File: config.mk
export PLATFORM = sky130hd
export DESIGN_NAME = poly_phase_accumulator
export DESIGN_NICKNAME = d
export VERILOG_FILES = /design/src/rtl/synth_pkg.sv /design/src/rtl/note_to_increment.sv /design/src/rtl/poly_phase_accumulator.sv
export SDC_FILE = /design/constraint.sdc
export NUM_CORES = 2
export LEC_CHECK = 0
export ABC_AREA = 0
export CORE_UTILIZATION = 65
export CTS_CLUSTER_DIAMETER = 200
export DETAILED_ROUTE_END_ITERATION = 10
export PLACE_DENSITY = 0.91
export SYNTH_ARGS = -nofsm -noshare
export SYNTH_HDL_FRONTEND = slang
export SYNTH_SLANG_ARGS = --single-unit
File: constraint.sdc
create_clock -name clk_in -period 10.65 [get_ports clk_in]
set_clock_uncertainty 0.05 [all_clocks]
set_input_delay 2.13 -clock clk_in [delete_from_list [all_inputs] [get_ports clk_in]]
set_output_delay 2.13 -clock clk_in [all_outputs]
set_load 0.01 [all_outputs]
File: src/rtl/synth_pkg.sv
// Shared types and elaboration-time tuning math for the polyphonic oscillator.
package synth_pkg;

    localparam int NOTE_W = 7;

    typedef enum logic {
        IDLE  = 1'b0,
        SWEEP = 1'b1
    } sweep_state_t;

    function automatic real note_freq(input int m);
        return 440.0 * (2.0 ** ((real'(m) - 69.0) / 12.0));
    endfunction

    // Top-octave increment for semitone s, rounded to nearest. The value can exceed
    // 2^31, so it is rebuilt from two 16-bit-scaled halves to stay within $rtoi range.
    function automatic logic [63:0] base_inc(input int s, input int sample_rate, input int width);
        real inc_r;
        int  hi;
        int  lo;
        inc_r = note_freq(120 + s) * (2.0 ** width) / real'(sample_rate);
        hi    = $rtoi(inc_r / 65536.0);
        lo    = $rtoi(inc_r - real'(hi) * 65536.0 + 0.5);
        return 64'(hi) * 64'd65536 + 64'(lo);
    endfunction

endpackage

File: src/rtl/note_to_increment.sv
// Combinational MIDI note to phase increment: top-octave table lookup, then octave shift.
module note_to_increment
    import synth_pkg::*;
#(
    parameter int PHASE_WIDTH    = 32,
    parameter int SAMPLE_RATE_HZ = 16384
) (
    input  logic [NOTE_W-1:0]      note_in,
    output logic [PHASE_WIDTH-1:0] inc_out
);

    localparam logic [63:0] BASE_INC [12] = '{
        base_inc(0,  SAMPLE_RATE_HZ, PHASE_WIDTH), base_inc(1,  SAMPLE_RATE_HZ, PHASE_WIDTH),
        base_inc(2,  SAMPLE_RATE_HZ, PHASE_WIDTH), base_inc(3,  SAMPLE_RATE_HZ, PHASE_WIDTH),
        base_inc(4,  SAMPLE_RATE_HZ, PHASE_WIDTH), base_inc(5,  SAMPLE_RATE_HZ, PHASE_WIDTH),
        base_inc(6,  SAMPLE_RATE_HZ, PHASE_WIDTH), base_inc(7,  SAMPLE_RATE_HZ, PHASE_WIDTH),
        base_inc(8,  SAMPLE_RATE_HZ, PHASE_WIDTH), base_inc(9,  SAMPLE_RATE_HZ, PHASE_WIDTH),
        base_inc(10, SAMPLE_RATE_HZ, PHASE_WIDTH), base_inc(11, SAMPLE_RATE_HZ, PHASE_WIDTH)
    };

    logic [3:0] semi;
    logic [3:0] oct;

    always_comb begin
        semi    = 4'(note_in % 7'd12);
        oct     = 4'(note_in / 7'd12);
        // Notes 120..127 sit in octave 10, the table's own octave, so the shift is 0 there.
        inc_out = PHASE_WIDTH'(BASE_INC[semi]) >> (4'd10 - oct);
    end

endmodule

File: src/rtl/poly_phase_accumulator.sv
// Time-multiplexed polyphonic phase accumulator: one voice per cycle per sample tick,
// with a valid/ready command port for note-on/off.
module poly_phase_accumulator
    import synth_pkg::*;
#(
    parameter int NUM_VOICES          = 8,
    parameter int PHASE_WIDTH         = 32,
    parameter int SAMPLE_RATE_HZ      = 16384,
    parameter bit PHASE_RESET_ON_NOTE = 1'b1
) (
    input  logic                                                 clk_in,
    input  logic                                                 rst_in,
    input  logic                                                 sample_tick_in,
    input  logic                                                 cmd_valid_in,
    output logic                                                 cmd_ready_out,
    input  logic [$clog2(NUM_VOICES > 1 ? NUM_VOICES : 2)-1:0]   cmd_voice_in,
    input  logic [NOTE_W-1:0]                                    cmd_note_in,
    input  logic                                                 cmd_gate_in,
    output logic [PHASE_WIDTH-1:0]                               phase_out,
    output logic [$clog2(NUM_VOICES > 1 ? NUM_VOICES : 2)-1:0]   voice_out,
    output logic                                                 phase_valid_out,
    output logic                                                 last_out,
    output logic [NUM_VOICES-1:0]                                active_mask_out,
    output logic                                                 overrun_out
);

    localparam int             VW       = $clog2(NUM_VOICES > 1 ? NUM_VOICES : 2);
    localparam logic [VW-1:0]  LAST_IDX = VW'(NUM_VOICES - 1);

    sweep_state_t           state_q, state_d;
    logic [VW-1:0]          idx_q, idx_d;
    logic [PHASE_WIDTH-1:0] phase_q [NUM_VOICES];
    logic [PHASE_WIDTH-1:0] phase_d [NUM_VOICES];
    logic [PHASE_WIDTH-1:0] inc_q   [NUM_VOICES];
    logic [PHASE_WIDTH-1:0] inc_d   [NUM_VOICES];
    logic [NUM_VOICES-1:0]  active_q, active_d;

    logic [PHASE_WIDTH-1:0] phase_out_q, phase_out_d;
    logic [VW-1:0]          voice_out_q, voice_out_d;
    logic                   valid_q, valid_d;
    logic                   last_q, last_d;
    logic                   overrun_q, overrun_d;

    logic [PHASE_WIDTH-1:0] note_inc;
    logic [PHASE_WIDTH-1:0] next_phase;
    logic                   cmd_accept;

    note_to_increment #(
        .PHASE_WIDTH    (PHASE_WIDTH),
        .SAMPLE_RATE_HZ (SAMPLE_RATE_HZ)
    ) u_note_to_increment (
        .note_in (cmd_note_in),
        .inc_out (note_inc)
    );

    assign cmd_accept = cmd_valid_in && (state_q == IDLE);

    always_comb begin
        state_d     = state_q;
        idx_d       = idx_q;
        phase_d     = phase_q;
        inc_d       = inc_q;
        active_d    = active_q;
        phase_out_d = phase_out_q;
        voice_out_d = voice_out_q;
        valid_d     = 1'b0;
        last_d      = 1'b0;
        overrun_d   = overrun_q;
        next_phase  = '0;

        case (state_q)
            IDLE: begin
                // Commands land at this edge, so a same-cycle tick sweeps the updated voice.
                if (cmd_accept) begin
                    if (cmd_gate_in) begin
                        inc_d[cmd_voice_in]    = note_inc;
                        active_d[cmd_voice_in] = 1'b1;
                        if (PHASE_RESET_ON_NOTE) phase_d[cmd_voice_in] = '0;
                    end else begin
                        inc_d[cmd_voice_in]    = '0;
                        active_d[cmd_voice_in] = 1'b0;
                        phase_d[cmd_voice_in]  = '0;
                    end
                end
                if (sample_tick_in) begin
                    state_d = SWEEP;
                    idx_d   = '0;
                end
            end
            SWEEP: begin
                next_phase     = active_q[idx_q] ? phase_q[idx_q] + inc_q[idx_q] : '0;
                phase_d[idx_q] = next_phase;
                phase_out_d    = next_phase;
                voice_out_d    = idx_q;
                valid_d        = 1'b1;
                last_d         = (idx_q == LAST_IDX);
                if (idx_q == LAST_IDX) begin
                    state_d = IDLE;
                    idx_d   = '0;
                end else begin
                    idx_d = idx_q + 1'b1;
                end
                if (sample_tick_in) overrun_d = 1'b1;
            end
            default: state_d = IDLE;
        endcase
    end

    always_ff @(posedge clk_in) begin
        if (rst_in) begin
            state_q     <= IDLE;
            idx_q       <= '0;
            active_q    <= '0;
            phase_out_q <= '0;
            voice_out_q <= '0;
            valid_q     <= 1'b0;
            last_q      <= 1'b0;
            overrun_q   <= 1'b0;
            for (int v = 0; v < NUM_VOICES; v++) begin
                phase_q[v] <= '0;
                inc_q[v]   <= '0;
            end
        end else begin
            state_q     <= state_d;
            idx_q       <= idx_d;
            active_q    <= active_d;
            phase_out_q <= phase_out_d;
            voice_out_q <= voice_out_d;
            valid_q     <= valid_d;
            last_q      <= last_d;
            overrun_q   <= overrun_d;
            for (int v = 0; v < NUM_VOICES; v++) begin
                phase_q[v] <= phase_d[v];
                inc_q[v]   <= inc_d[v];
            end
        end
    end

    assign cmd_ready_out   = (state_q == IDLE);
    assign phase_out       = phase_out_q;
    assign voice_out       = voice_out_q;
    assign phase_valid_out = valid_q;
    assign last_out        = last_q;
    assign active_mask_out = active_q;
    assign overrun_out     = overrun_q;

endmodule

==> metrics.txt <==
# TYPE chip_impl_metric gauge
chip_impl_info{name="outcome",value="complete, but fails checks"} 1
chip_impl_info{name="violations",value="design-rule violations"} 1
chip_impl_info{name="cts_root_buf",value="sky130_fd_sc_hd__clkbuf_16"} 1
chip_impl_metric{name="die_h",unit="µm"} 207
chip_impl_info{name="post_synth_most_frequent_cells",value="562 x sky130_fd_sc_hd__dfxtp_1, 330 x sky130_fd_sc_hd__nor2_1, 228 x sky130_fd_sc_hd__nand2_1"} 1
chip_impl_info{name="critical_path_sink_type",value="flip-flop"} 1
chip_impl_metric{name="synth-simple-area-share",unit="%"} 12.5
chip_impl_metric{name="synth_cells",unit=""} 2767
chip_impl_metric{name="wirelength",unit="mm"} 91.6
chip_impl_metric{name="worst-slew-pin-transition",unit="ns"} 1.41
chip_impl_metric{name="clkLatencyLatePin",unit="ns"} 0.61
chip_impl_info{name="library_cell_with_the_largest_summed_area_after_synthesis",value="sky130_fd_sc_hd__dfxtp_1"} 1
chip_impl_metric{name="timing.critical_path.fanout_max",unit=""} 46
chip_impl_metric{name="post_drt_wl_per_cell",unit="µm"} 27.7
chip_impl_metric{name="vias",unit=""} 25172
chip_impl_metric{name="drc_errors",unit=""} 8
chip_impl_metric{name="cts_max_level",unit=""} 2
chip_impl_metric{name="sum_of_negative_setup_slack",unit="ns"} 0
chip_impl_metric{name="report.power.total",unit="mW"} 5.01
chip_impl_metric{name="grt_start_max_net_pins",unit=""} 119
chip_impl_info{name="tritoncts_clock_tree",value="done"} 1
chip_impl_metric{name="synth_async_sr_flop_share",unit="%"} 0
chip_impl_info{name="cell_with_the_most_instances_after_synthesis",value="sky130_fd_sc_hd__dfxtp_1"} 1
chip_impl_metric{name="crit_required",unit="ns"} 11.04
chip_impl_metric{name="mappedNetlistArea",unit="mm²"} 0.0273
chip_impl_metric{name="pin_count",unit=""} 62
chip_impl_metric{name="finalWeightedCongestion",unit=""} 1.04
chip_impl_metric{name="slew-limit-headroom",unit="%"} 5.91
chip_impl_metric{name="placed_instance_area",unit="mm²"} 0.0282
chip_impl_metric{name="hold_buf_count_cts",unit=""} 0
chip_impl_metric{name="n_antenna_cell",unit=""} 0
chip_impl_metric{name="synth_mux_area_share",unit="%"} 15.3
chip_impl_metric{name="synth_top_area_share",unit="%"} 41.2
chip_impl_metric{name="numCtsBuffers",unit=""} 54
chip_impl_metric{name="syn-mean-instance-area",unit="µm²"} 9.86
chip_impl_metric{name="wire_length_of_the_first_global_routing_pass",unit="mm"} 139
chip_impl_metric{name="timing.fmax",unit="MHz"} 140
chip_impl_metric{name="dr.first_iter.drc_count",unit=""} 4288
chip_impl_metric{name="finalCoreUtilization",unit="%"} 73.3
chip_impl_metric{name="final.setup.worst_slack",unit="ns"} 3.50
chip_impl_metric{name="synth-edff-count",unit=""} 0
chip_impl_metric{name="first_global_vias",unit=""} 24531
chip_impl_metric{name="grtUsageTotal",unit="%"} 42.1
chip_impl_metric{name="power.leakage",unit="nW"} 11.0
chip_impl_metric{name="synth-warning-count",unit=""} 0
chip_impl_info{name="critical_path_type",value="primary input to flip-flop"} 1
chip_impl_metric{name="worstPathArrival",unit="ns"} 7.54
chip_impl_metric{name="grt_overflow",unit=""} 0
chip_impl_metric{name="maxCapViolCount",unit=""} 0
chip_impl_info{name="synthFlopType",value="sky130_fd_sc_hd__dfxtp_1"} 1
chip_impl_metric{name="setup_viol",unit=""} 0
chip_impl_metric{name="buffer_ports.inserted",unit=""} 61
chip_impl_metric{name="fillCellCount",unit=""} 2707
chip_impl_info{name="hp-class",value="flip-flop to flip-flop"} 1
chip_impl_metric{name="post_synthesis_to_final_layout_area_growth",unit="%"} 10.4
chip_impl_metric{name="placementRows",unit=""} 74
chip_impl_metric{name="die_area",unit="mm²"} 0.0428
chip_impl_metric{name="start_util",unit="%"} 66.4
chip_impl_metric{name="drive_gt1_share",unit="%"} 15.3
chip_impl_metric{name="peakVddDrop",unit="mV"} 0.171
chip_impl_metric{name="final_hold_viol_count",unit=""} 0
chip_impl_metric{name="ys_seq_area_share",unit="%"} 41.2
chip_impl_metric{name="dp_worst_setup_slack",unit="ns"} 3.00
chip_impl_metric{name="clk_path_buf_depth",unit=""} 3
chip_impl_metric{name="ant_nets",unit=""} 0
chip_impl_metric{name="synth_xor_area_share",unit="%"} 1.19
chip_impl_metric{name="path_clk_slew",unit="ns"} 0.07
chip_impl_info{name="largest_family_of_logic_cells_by_synthesized_area",value="compound AO/OA/AOI/OAI gates"} 1
chip_impl_metric{name="cts_setup_buffers",unit=""} 0
chip_impl_metric{name="die_x",unit="µm"} 207
chip_impl_info{name="rsz0062_at_grt",value="no"} 1
chip_impl_metric{name="cts_resized",unit=""} 0
chip_impl_metric{name="synth_compound_gate_area_share",unit="%"} 24.3
chip_impl_metric{name="vias_per_cell",unit=""} 7.62
chip_impl_metric{name="yosys_register_bits",unit=""} 562
chip_impl_metric{name="detailedRoute.firstPassIterationCount",unit=""} 11
chip_impl_metric{name="powerDensity",unit="mW/mm²"} 166
chip_impl_metric{name="post-route-cell-area",unit="mm²"} 0.0301
chip_impl_metric{name="numClockSinks",unit=""} 562
chip_impl_metric{name="synth_adder_area_share",unit="%"} 1.86
chip_impl_metric{name="final-max-slew-violation-count",unit=""} 0
chip_impl_metric{name="final_period_minus_worst_setup_slack",unit="ns"} 7.15
chip_impl_metric{name="finalNetCount",unit=""} 2785
chip_impl_metric{name="mappedNetlistNets",unit=""} 2822
chip_impl_metric{name="synthDistinctLibCells",unit=""} 99
chip_impl_metric{name="floorplan_core_area",unit="mm²"} 0.0411
chip_impl_metric{name="number_of_antenna_violations_at_the_first_check_in_global_routing",unit=""} 1
chip_impl_metric{name="layout_worst_path_cycle_share",unit="%"} 67.1
chip_impl_info{name="start_kind",value="primary input"} 1
chip_impl_info{name="largest_cells_by_area_after_synthesis",value="sky130_fd_sc_hd__dfxtp_1 41%, sky130_fd_sc_hd__mux4_2 11%, sky130_fd_sc_hd__a22o_1 7.2%"} 1
chip_impl_metric{name="post-dp-hpwl",unit="mm"} 56.8
## critical path, stage by stage
cell                              delay (ns)
sky130_fd_sc_hd__clkdlybuf4s50_1        0.83
sky130_fd_sc_hd__buf_4                  0.41
sky130_fd_sc_hd__or3b_1                 0.32
sky130_fd_sc_hd__nor2_1                 0.09
sky130_fd_sc_hd__or4_4                  0.54
sky130_fd_sc_hd__nand2_2                0.31
sky130_fd_sc_hd__inv_2                  0.17
sky130_fd_sc_hd__ha_1                   0.30
sky130_fd_sc_hd__buf_4                  0.28
sky130_fd_sc_hd__inv_1                  0.52
sky130_fd_sc_hd__nor2_1                 0.14
sky130_fd_sc_hd__a31oi_2                0.26
sky130_fd_sc_hd__mux2i_1                0.14
sky130_fd_sc_hd__a222oi_1               0.87
sky130_fd_sc_hd__o21ai_1                0.20
## power breakdown
group / total, mW / leakage (nW) / switching, mW / internal, mW
combinational: 0.757 / 5.50 / 0.522 / 0.235
clock: 2.07 / 0.935 / 0.861 / 1.21
sequential: 2.18 / 4.54 / 0.0318 / 2.15
total: 5.01 / 11.0 / 1.41 / 3.59
## per-layer routing
metal | track usage (%) | vias up | part of all wire, %
met5 | 0 | - | 0.012
met4 | 29.2 | 2 | 7.7
met3 | 9.98 | 571 | 13
met2 | 66.8 | 2156 | 45
met1 | 50.6 | 11966 | 34
li1 | - | 10477 | -
## per-stage QoR
| stage | hold slack, ns | std cells |
|---|---|---|
| final | 0.398 | 3305 |
| after CTS | 0.400 | 3305 |
| after global routing | 0.422 | 3305 |
| after global placement | 0.379 | 3206 |
| after floorplan | 0.370 | 2767 |
| after detailed placement | 0.388 | 3206 |
## cell families (layout without fill, tap and decap cells)
family	count (synthesis)	count (layout)
and+or+nand+nor	769	769
adders and majority gates	40	40
buffers and inverters	243	249
muxes	237	237
AOI/OAI and AO/OA	879	879
DFF	562	562
xor gates and xnor gates	37	37
## layout by cell type, fill, tap and decap left out, types with 12 or more instances in the layout
cell and count:
sky130_fd_sc_hd__a21oi_1 90, sky130_fd_sc_hd__nor4_1 12, sky130_fd_sc_hd__o21ai_1 23, sky130_fd_sc_hd__mux4_2 136, sky130_fd_sc_hd__clkbuf_8 13, sky130_fd_sc_hd__nand2b_1 16
sky130_fd_sc_hd__mux2_2 70, sky130_fd_sc_hd__o221ai_1 18, sky130_fd_sc_hd__a211oi_1 16, sky130_fd_sc_hd__mux2i_1 29, sky130_fd_sc_hd__nand3_1 38, sky130_fd_sc_hd__nand2_1 228
sky130_fd_sc_hd__o21ai_0 88, sky130_fd_sc_hd__a32o_1 13, sky130_fd_sc_hd__nor2_1 322, sky130_fd_sc_hd__o211ai_1 22, sky130_fd_sc_hd__and2_1 21, sky130_fd_sc_hd__dfxtp_1 559
sky130_fd_sc_hd__xor2_1 16, sky130_fd_sc_hd__ha_1 39, sky130_fd_sc_hd__clkdlybuf4s50_1 60, sky130_fd_sc_hd__a21o_1 18, sky130_fd_sc_hd__and3_1 12, sky130_fd_sc_hd__clkbuf_16 54
sky130_fd_sc_hd__a22o_1 225, sky130_fd_sc_hd__inv_1 23, sky130_fd_sc_hd__nor3_1 41, sky130_fd_sc_hd__a31oi_1 15, sky130_fd_sc_hd__buf_4 59, sky130_fd_sc_hd__xnor2_1 20
sky130_fd_sc_hd__a22oi_1 199
## state kept, by name, summed over array words and instances, names as in the netlist, named ones only
signal	cells
state_q	1
phase_out	32
last_out	1
overrun_out	1
phase_q	256
inc_q	256
voice_out	3
idx_q	3
phase_valid_out	1
## layout make-up
cell class	instances	area, µm²	share of cell area [%]
multi-input combinational	1962	15100	50.2
sequential	562	11300	37.4
clock buffer	76	1550	5.16
timing repair buffer	121	1080	3.58
tap	532	666	2.21
clock inverter	23	337	1.12
inverter	29	109	0.361
## worst paths after layout
path                        end  depth (start not counted)           start  slack, ns
setup reg to reg  phase_out[30]                         14        idx_q[0]       4.25
setup / recovery     inc_q[208]                         15  cmd_note_in[4]       3.50
hold reg to reg       inc_q[48]                          2       inc_q[48]       0.40
hold / removal        inc_q[48]                          2       inc_q[48]       0.40
No activity file was read; power rests on OpenSTA's default activity.
